File: config.mk
export PLATFORM = sky130hd
export DESIGN_NAME = cost_table_ctrl
export DESIGN_NICKNAME = d
export VERILOG_FILES = /design/src/rtl/cost_table_ctrl.sv
export SDC_FILE = /design/constraint.sdc
export NUM_CORES = 1
export LEC_CHECK = 0
export BUFFER_PORTS_ARGS = -buffer_cell sky130_fd_sc_hd__buf_2
export CAP_MARGIN = 20
export CORE_ASPECT_RATIO = 1.1
export CORE_MARGIN = 2
export CORE_UTILIZATION = 58
export CTS_CLUSTER_SIZE = 16
export DETAILED_ROUTE_END_ITERATION = 10
export GPL_TIMING_DRIVEN = 0
export PLACE_DENSITY = 0.75
export SETUP_SLACK_MARGIN = 0.4
export SLEW_MARGIN = 25
export SYNTH_ARGS = -nofsm -noshare
export SYNTH_HDL_FRONTEND = slang
export SYNTH_SLANG_ARGS = --single-unit
export TNS_END_PERCENT = 30
File: constraint.sdc
create_clock -name CLK -period 2.7 [get_ports CLK]
set_input_delay 0.54 -clock CLK [delete_from_list [all_inputs] [get_ports CLK]]
set_output_delay 0.54 -clock CLK [all_outputs]
set_load 0.05 [all_outputs]
File: src/rtl/cost_table_ctrl.sv
// cost_table_ctrl: loads a 64-entry (8 workers x 8 jobs) cost table from a streaming
// loader, serves zero-latency reads to an assignment engine, and captures its result.
//
// Ports:
//   CLK, RST              clock, synchronous active-low reset
//   in_valid/in_data      loader word stream, row-major (worker 0 jobs 0..7, worker 1, ...)
//   in_ready              word accepted this cycle when in_valid is also high
//   W, J, Cost            engine lookup: Cost = mem[{W,J}] while running, else 0
//   jam_rst               hold-reset to the engine, low only while running
//   jam_valid             engine search finished; jam_mincost/jam_matchcount are captured
//   res_valid             one-cycle strobe with res_mincost/res_matchcount
//   table_sum             sum of all entries of the most recent load
//   busy                  high while loading or running
module cost_table_ctrl #(
  parameter int unsigned COST_W = 7
) (
  input  logic                CLK,
  input  logic                RST,
  input  logic                in_valid,
  input  logic [COST_W-1:0]   in_data,
  output logic                in_ready,
  input  logic [2:0]          W,
  input  logic [2:0]          J,
  output logic [COST_W-1:0]   Cost,
  output logic                jam_rst,
  input  logic                jam_valid,
  input  logic [9:0]          jam_mincost,
  input  logic [3:0]          jam_matchcount,
  output logic                res_valid,
  output logic [9:0]          res_mincost,
  output logic [3:0]          res_matchcount,
  output logic [COST_W+5:0]   table_sum,
  output logic                busy
);

  localparam int unsigned SumW = COST_W + 6;

  typedef enum logic [1:0] {StIdle, StLoad, StRun, StDone} state_e;

  state_e            state_q, state_d;
  logic [5:0]        widx_q;
  logic [SumW-1:0]   sum_q, sum_d;
  logic [9:0]        mincost_q;
  logic [3:0]        matchcount_q;
  logic [COST_W-1:0] mem_q [64];
  logic              accept;

  assign in_ready = (state_q == StIdle) || (state_q == StLoad);
  assign accept   = in_valid && in_ready;

  always_comb begin
    state_d = state_q;
    unique case (state_q)
      StIdle:  if (accept) state_d = StLoad;
      StLoad:  if (accept && (widx_q == 6'd63)) state_d = StRun;
      StRun:   if (jam_valid) state_d = StDone;
      StDone:  state_d = StIdle;
      default: state_d = StIdle;
    endcase
  end

  // The first word of a load replaces the old sum rather than adding to it.
  always_comb begin
    sum_d = sum_q;
    if (accept) begin
      sum_d = ((state_q == StIdle) ? '0 : sum_q) + {6'd0, in_data};
    end
  end

  always_ff @(posedge CLK) begin
    if (!RST) begin
      state_q      <= StIdle;
      widx_q       <= 6'd0;
      sum_q        <= '0;
      mincost_q    <= 10'h3FF;
      matchcount_q <= 4'd0;
    end else begin
      state_q <= state_d;
      sum_q   <= sum_d;
      // 6-bit index wraps to 0 on the 64th acceptance.
      if (accept) widx_q <= widx_q + 6'd1;
      if ((state_q == StRun) && jam_valid) begin
        mincost_q    <= jam_mincost;
        matchcount_q <= jam_matchcount;
      end
    end
  end

  // Table storage is deliberately not reset; a new load overwrites every entry.
  always_ff @(posedge CLK) begin
    if (RST && accept) mem_q[widx_q] <= in_data;
  end

  assign Cost           = (state_q == StRun) ? mem_q[{W, J}] : '0;
  assign jam_rst        = (state_q != StRun);
  assign res_valid      = (state_q == StDone);
  assign res_mincost    = mincost_q;
  assign res_matchcount = matchcount_q;
  assign table_sum      = sum_q;
  assign busy           = (state_q == StLoad) || (state_q == StRun);

endmodule

Word level (Yosys, flattened, before mapping)
Memory sizes are Yosys's and may differ from the RTL's.
Cells that the tools add are included.
W data, S select, Z words.
{ "word_totals": {"reg_bits": 35, "ram_bits": 448, "inputBits": 31, "output_inout_bits": 38, "elab_cells": 32, "mem_count": 1} }
{ "op_classes": {"addsub": 2, "eq_ne": 8, "muxes": 8, "reduce_logical": 8} }
{ "mem_list": {"columns": ["name", "depth", "word_bits", "read_ports", "rd_clocked_by_memory_dff", "write_ports", "line_no", "source"], "rows": [
  ["mem_q", 64, 7, 1, 0, 1, "45", "logic [COST_W-1:0] mem_q [64];"]
]} }
{ "ops": {"columns": ["op", "count"], "rows": [
  ["$add A13 B7 Y13", 1],
  ["$mux W13", 1],
  ["$pmux W2 S4", 1],
  ["$mux W7", 1],
  ["$add A6 B1 Y6 const B", 1],
  ["$eq A6 B6 Y1 const B", 1],
  ["$mux W2", 3],
  ["$ne A2 B2 Y1 const B", 3],
  ["$eq A2 B2 Y1 const B", 2],
  ["$logic_and A1 B1 Y1", 4],
  ["$reduce_and A3 Y1", 1],
  ["$eq A2 B1 Y1 const B", 1],
  ["$logic_not A2 Y1", 1],
  ["$logic_or A1 B1 Y1", 2],
  ["$mux W1", 2],
  ["$ne A2 B1 Y1 const B", 1]
]} }

Logic depth before layout (Yosys ltp)
Gate-level depths: netlist (run 1).
{ "depth": {"ltp_word": 6, "ltp_mapped": 11} }

Worst setup path before layout (run 1)
OpenSTA, ideal clock, no wires.
{ "synth_timing": {"path_type": "input to output", "startpoint": "input J[0]", "endpoint": "output Cost[5]", "t_arrival_ns": 3.120, "required_time_ns": 2.160, "setup_slack_ns": -0.960, "cell_stages": 8, "path_cell_list": "buf_6 > buf_12 > buf_6 > nor2_1 > a22oi_1 > o21ai_1 > a311oi_1 > o41ai_1"} }
{ "synth_via": {"elab_chain_cells": 2} }
{ "synth_rtl": {"columns": ["element", "line_no", "source"], "rows": [
  ["start, declared", "23", "input logic [2:0] J,"],
  ["$mem_v2 Z64 W7", null, null],
  ["$mux W7", "94", "assign Cost = (state_q == StRun) ? mem_q[{W, J}] : '0;"],
  ["end, declared", "24", "output logic [COST_W-1:0] Cost,"]
]} }
Every way passes these cells.

Worst setup path after layout (run 1)
{ "layout_timing": {"startpoint": "input W[0]", "endpoint": "output Cost[3]"} }
{ "layout_via": {"elab_chain_cells": 2} }
{ "layout_rtl": {"columns": ["element", "line_no", "source"], "rows": [
  ["start, declared", "22", "input logic [2:0] W,"],
  ["$mem_v2 Z64 W7", null, null],
  ["$mux W7", "94", null]
]} }
Every way passes these cells.

==> metrics.cfg, run 1 <==
[worst_setup_path]
worstPathArrival_ns=2.53
critPathKind=in2out
startpoint_type=primary input
crit_fanout=10
cp-end-kind=primary output
required_ns=2.16

[finish]
final_common_cell=edfxtp_1
area.growth.synth_to_final_pct=20.7
nets=1218
final_cell_mix=448 x edfxtp_1, 105 x mux4_2, 65 x nor2_4
num_antenna_cells=0
multi_input_area_sq_um=5980
regArea_sq_um=14200
final_core_util_pct=70.7
drive_above_1_share_pct=38.2
n_fill_cell=1942

[grt]
grt_use_total_pct=26.6
grt_start_max_net_pins=67
grt.busiest_layer=met2
antenna_found_initial=0
met3_usage_pct=4.15
met2_usage_pct=43.3
first_global_vias=10600
globalRouteOverflowTotal=0
grtUsageMet1_pct=36.0
grt_pass1_wl_um=66700

[drt]
avgRoutedWirePerCell_um=27.4
drc=0
ant_nets=0
firstDrtPassIters=5
drt-initial-drc-count=1026
wirelength_um=45000
routed_via_density=6.39
num_vias=10500

[die]
pin_count=69
rows=70
core_area_sq_um=33100
initial_core_util_pct=58.5
die_w_um=178
fp.dieArea_sq_um=34900
dieHeight_um=196

[sta]
fin_hold_ws_ns=0.186
tightest_slew_ns=0.858
slew_headroom_pct=42.8
fmax_mhz=326
drv_slew=0
setup_viol=7
timing.final.ws_setup_ns=-0.371
skew_ns=0.0172
period_minus_slack_ns=3.07
hold_viol_final=0
finalSetupTns_ns=-2.30
post-route-period-util_pct=114
rsz0062_at_grt=true

[power]
power_density_nw_per_um2=747
ir_worst_vdd_uv=494
p_total_w=0.0175
power.leakage_nw=7.42

[clocking]
holdBufCountCts=0
cts_buffer_depth=3
clock_latency_ns=0.56
htreeDepth=2
cts_tree=built
path_clk_slew_ns=0.06
numCtsBuffers=47
cts_sinks=483
cts_root_buf=clkbuf_16

[placed_design]
io_buffers=63
dp_slack_ns=-0.786
dp_hpwl_um=27300
gp_congestion=0.872

[run_status]
violations=negative setup slack
outcome=complete, but fails checks

[logic_synthesis]
syn_inst=1043
ys_warn_count=0
synth_edf_count=448
synthArstFlopShare_pct=0
synth_cell_types=55
synth.net_count=1088
syn_area_sq_um=19400
avgSynthCellArea_sq_um=18.6
synth_ff_type=edfxtp_1
ys_ff_latch=483
ys_seq_area_share_pct=73.0

[flow_run]
cap_viol_max_count=0

[worst_hold_path]
worstHoldPathType=in2reg

-- cell usage after synthesis (8+ instances only) --
cell type    n  area share [%]
a22oi_1      8            0.31
a211oi_1    21            0.81
nor2_1      83             1.6
mux2i_1     16            0.83
buf_6       14            0.81
nand4_1      8            0.26
nand3_1     23            0.59
clkbuf_1    15            0.29
dfxtp_1     35             3.6
ha_1        13            0.84
o21ai_0     18            0.46
mux4_1       8             1.1
nand2_1     56             1.1
a21oi_1     24            0.62
edfxtp_1   448              69
inv_1       13            0.25
buf_2       11            0.28
nor2b_1     21            0.68
mux4_2     104              12
-- report_power, final --
part / internal, W / switching (W) / leakage (nW)
Clock: 0.00399 / 0.00271 / 0.769
Combinational: 0.000834 / 0.00156 / 2.34
Sequential: 0.00830 / 0.0000951 / 4.31
Total: 0.0131 / 0.00436 / 7.42
-- registers in the layout, summed over array words and instances (netlist names) --
name            count
res_matchcount      4
mem_q             448
widx_q              6
res_mincost        10
table_sum          13
state_q             2
-- timing repair --
action	4_1_cts	5_1_grt
setup endpoints to repair	465	401
setup buffers	12	6
endpoints found under the hold margin	0	0
resized for setup	180	90
pin swaps	34	32
-- metal layers --
metal | part of all wire (%) | routed length [um] | vias to the layer above
li1 | - | - | 4492
met1 | 38 | 17200 | 5411
met2 | 50 | 22500 | 473
met3 | 7.2 | 3250 | 112
met4 | 4.6 | 2060 | 0
met5 | 0 | 0 | -
-- cell families (layout without fill, tap and decap cells) --
| family | after synthesis | count (layout) | synth area share [%] |
|---|---|---|---|
| AO/OA/AOI/OAI | 117 | 117 | 3.99 |
| XOR/XNOR | 9 | 9 | 0.407 |
| adder cells (fa/ha/maj) | 14 | 14 | 0.943 |
| buffers and inverters | 67 | 234 | 2.19 |
| flip-flops | 483 | 483 | 73.0 |
| multiplexers | 129 | 129 | 14.1 |
| AND/OR/NAND/NOR | 224 | 224 | 5.40 |
-- metrics by stage --
stage          std cells  instance area, sq um
6_report            1642                 23400
3_5_place_dp        1538                 20600
2_1_floorplan       1043                 19700
5_1_grt             1642                 23400
3_3_place_gp        1538                 20600
4_1_cts             1636                 23000
-- layout make-up --
cell class                      count  area share (%)
Sequential cell                   483            60.5
Tap cell                          432            2.31
Timing Repair Buffer               81            2.45
Multi-Input combinational cell    493            25.5
Clock inverter                     25            1.28
Clock buffer                       61            5.43
Buffer                             54            2.23
Inverter                           13           0.241
-- worst paths after layout --
| kind | from | to | slack, ns | cells past startpoint |
|---|---|---|---|---|
| setup / recovery | W[0] | Cost[3] | -0.37 | 6 |
| hold / removal | jam_mincost[1] | res_mincost[1] | 0.19 | 3 |
| setup reg to reg | state_q[0] | table_sum[11] | 0.29 | 11 |
| hold reg to reg | res_matchcount[0] | res_matchcount[0] | 0.45 | 2 |
-- critical path, cell delays in order --
cell      delay (ns)
buf_2           0.23
buf_2           0.49
nand2_1         0.36
a211oi_1        0.57
o41ai_4         0.15
buf_6           0.18
No activity file was read; power rests on OpenSTA's default activity.
==> run 2, diff against run 1 <==
CAP_MARGIN = default   (was 20)
REMOVE_ABC_BUFFERS = 1   (was default)
==> run 2 against run 1 <==
- cell count down 1.6%
- fmax grew 0.61%
- total power fell by 2.1%
- largest cell class unchanged
- highest routed layer unchanged
- the flow still finishes with violations (negative setup slack)
==> metrics.cfg, run 2 (synthesis gave the netlist of run 1 again) <==
[run_status]
outcome=complete, but fails checks
violations=negative setup slack

[finish]
top_register=mem_q
num_antenna_cells=0  ; unchanged
final_area_sq_um=23300  ; -0.51%
fin_cells=1615  ; -1.6%
drive_above_1_share_pct=38.5  ; +0.36 points
nets=1194  ; -2.0%
final_cell_mix=448 x edfxtp_1, 104 x mux4_2, 66 x nor2_4
final_common_cell=edfxtp_1
area.growth.synth_to_final_pct=20.1
largest_reg_flops=448  ; unchanged

[power]
p_seq_share_pct=49.1  ; +1.1 points
p_clk_share_pct=37.2  ; -1.1 points
p_total_w=0.0171  ; -2.1%
power_frac_comb_pct=13.7  ; about the same
power_density_nw_per_um2=735  ; -1.6%
ir_worst_vdd_uv=930  ; +88%
p_switching_w=0.00435  ; -0.35%
internal-power_w=0.0128  ; -2.7%
power.leakage_nw=7.36  ; -0.73%
switching_share_pct=25.4  ; +0.45 points

[worst_setup_path]
cp-startpoint=mem_q[14][6]
reg2reg_to=mem_q[28][2]
reg2reg_from=state_q[1]
crit_fanout=1  ; -9
critPathKind=reg2out
crit_end=Cost[6]
worstPathArrival_ns=2.51  ; -0.02 ns
r2r_slack_ns=0.44  ; +0.15 ns
rr_worst_depth=6  ; -5
required_ns=2.16  ; about the same
cp-end-kind=primary output
startpoint_type=flip-flop

[drt]
avgRoutedWirePerCell_um=28.1  ; +2.5%
num_vias=10500  ; -0.26%
wirelength_um=45400  ; +0.83%
firstDrtPassIters=5  ; unchanged
drt-initial-drc-count=1063  ; +3.6%
routed_via_density=6.48  ; +1.4%
ant_nets=0  ; unchanged
drc=0  ; unchanged

[grt]
grt_pass1_wl_um=68000  ; +2.0%
grt_start_max_net_pins=67  ; unchanged
globalRouteOverflowTotal=0  ; unchanged
antenna_found_initial=0  ; unchanged
first_global_vias=10700  ; +1.1%
grt_use_total_pct=27.0  ; +0.46 points

[worst_hold_path]
worstHoldPathType=in2reg

[clocking]
cts_root_buf=clkbuf_16
path_clk_slew_ns=0.06  ; about the same
clock_latency_ns=0.56  ; about the same
htreeDepth=2  ; unchanged
cts_sinks=483  ; unchanged
cts_tree=built
numCtsBuffers=46  ; -2.1%
cts_buffer_depth=3  ; unchanged

[die]
rows=70  ; unchanged
initial_core_util_pct=58.5  ; unchanged
pin_count=69  ; unchanged
dieHeight_um=196  ; unchanged
fp.dieArea_sq_um=34900  ; unchanged
core_area_sq_um=33100  ; unchanged
die_w_um=178  ; unchanged

[sta]
rsz0062_at_grt=true
fin_hold_ws_ns=0.196  ; +0.00960 ns
period_minus_slack_ns=3.05  ; -0.0186 ns
post-route-period-util_pct=113  ; -0.69 points
tightest_slew_ns=0.784  ; -0.0743 ns
finalSetupTns_ns=-2.27  ; +0.0308 ns
skew_ns=0.0214  ; +0.00425 ns
drv_slew=0  ; unchanged
setup_viol=7  ; unchanged
hold_viol_final=0  ; unchanged
timing.final.ws_setup_ns=-0.352  ; +0.0186 ns
slew_headroom_pct=47.7  ; +5.0 points
fmax_mhz=328  ; +0.61%

[placed_design]
dp.cells=1492  ; -3.0%
place_area_sq_um=20000  ; -2.8%
dp_hpwl_um=23000  ; -16%
io_buffers=68  ; +7.9%
gp_congestion=0.759  ; -13%

[flow_run]
cap_viol_max_count=0  ; unchanged

[run 2: changes by cell type in the layout (fill, tap and decap cells not counted), moves of 5 or more]
cell,change
a211oi_1,-8
a211oi_2,+6
a311oi_2,+6
a311oi_4,-6
buf_16,+7
buf_2,-8
buf_4,+5
clkbuf_1,-16
clkinvlp_4,+6
o21ai_2,-7
[run 2: what timing repair did]
| item | CTS | global route |
|---|---|---|
| hold endpoints to repair | 0 | 0 |
| buffers inserted | 26 | 6 |
| hold buffers | 0 | 0 |
| pin swaps | 35 | 24 |
| endpoints found under the setup margin | 467 | 299 |
| gates cloned | 9 | 0 |
| resized for setup | 248 | 51 |
[run 2: how the worst min path moves through the flow]
stage	start	end	slack, ns	depth (start not counted)
final	jam_mincost[5]	res_mincost[5]	0.20	3
after global routing	jam_mincost[1]	res_mincost[1]	0.20	3
after CTS	jam_mincost[5]	res_mincost[5]	0.18	3
after detailed placement	res_matchcount[3]	res_matchcount[3]	0.45	2
after global placement	res_matchcount[3]	res_matchcount[3]	0.44	2
after floorplan	widx_q[1]	widx_q[1]	0.50	2
[run 2: power by group through the flow]
stage          Sequential, W  Combinational [W]  Clock (W)
4_1_cts              0.00840            0.00226    0.00639
5_1_grt              0.00842            0.00249    0.00667
3_5_place_dp         0.00853            0.00180          0
2_1_floorplan        0.00874           0.000936          0
3_3_place_gp         0.00853            0.00178          0
6_report             0.00841            0.00235    0.00637
[run 2: worst max-delay path: stages (launching register included)]
cell and delay [ns]:
edfxtp_1 0.36, mux4_2 0.48, nor2b_1 0.17, a211oi_4 0.26, a211oi_2 0.11, a21oi_2 0.24
o41ai_4 0.15, buf_6 0.18
[run 2: cell type report]
| class | count | area, sq um |
|---|---|---|
| inverter | 13 | 62.6 |
| fill | 1945 | 9820 |
| clock inverter | 25 | 233 |
| timing repair inverter | 1 | 5.00 |
| multi-input combinational | 493 | 5910 |
| clock buffer | 57 | 1240 |
| timing repair buffer | 111 | 1120 |
| sequential | 483 | 14200 |
| tap | 432 | 541 |
[run 2: through the flow]
stage | setup slack (ns) | util, %
global placement | -3.39 | 60.1
global route | -0.404 | 70.3
finish | -0.352 | 70.3
detailed placement | -1.28 | 60.4
floorplan | -0.544 | -
CTS | -0.362 | 69.5
[run 2: metal layers]
layer / vias to the layer above / track usage [%] / routed length, um
li1: 4433 / - / -
met1: 5333 / 37.4 / 17400
met2: 575 / 43.7 / 22700
met3: 120 / 4.55 / 3510
met4: 0 / 10.5 / 1810
met5: - / 0 / 0
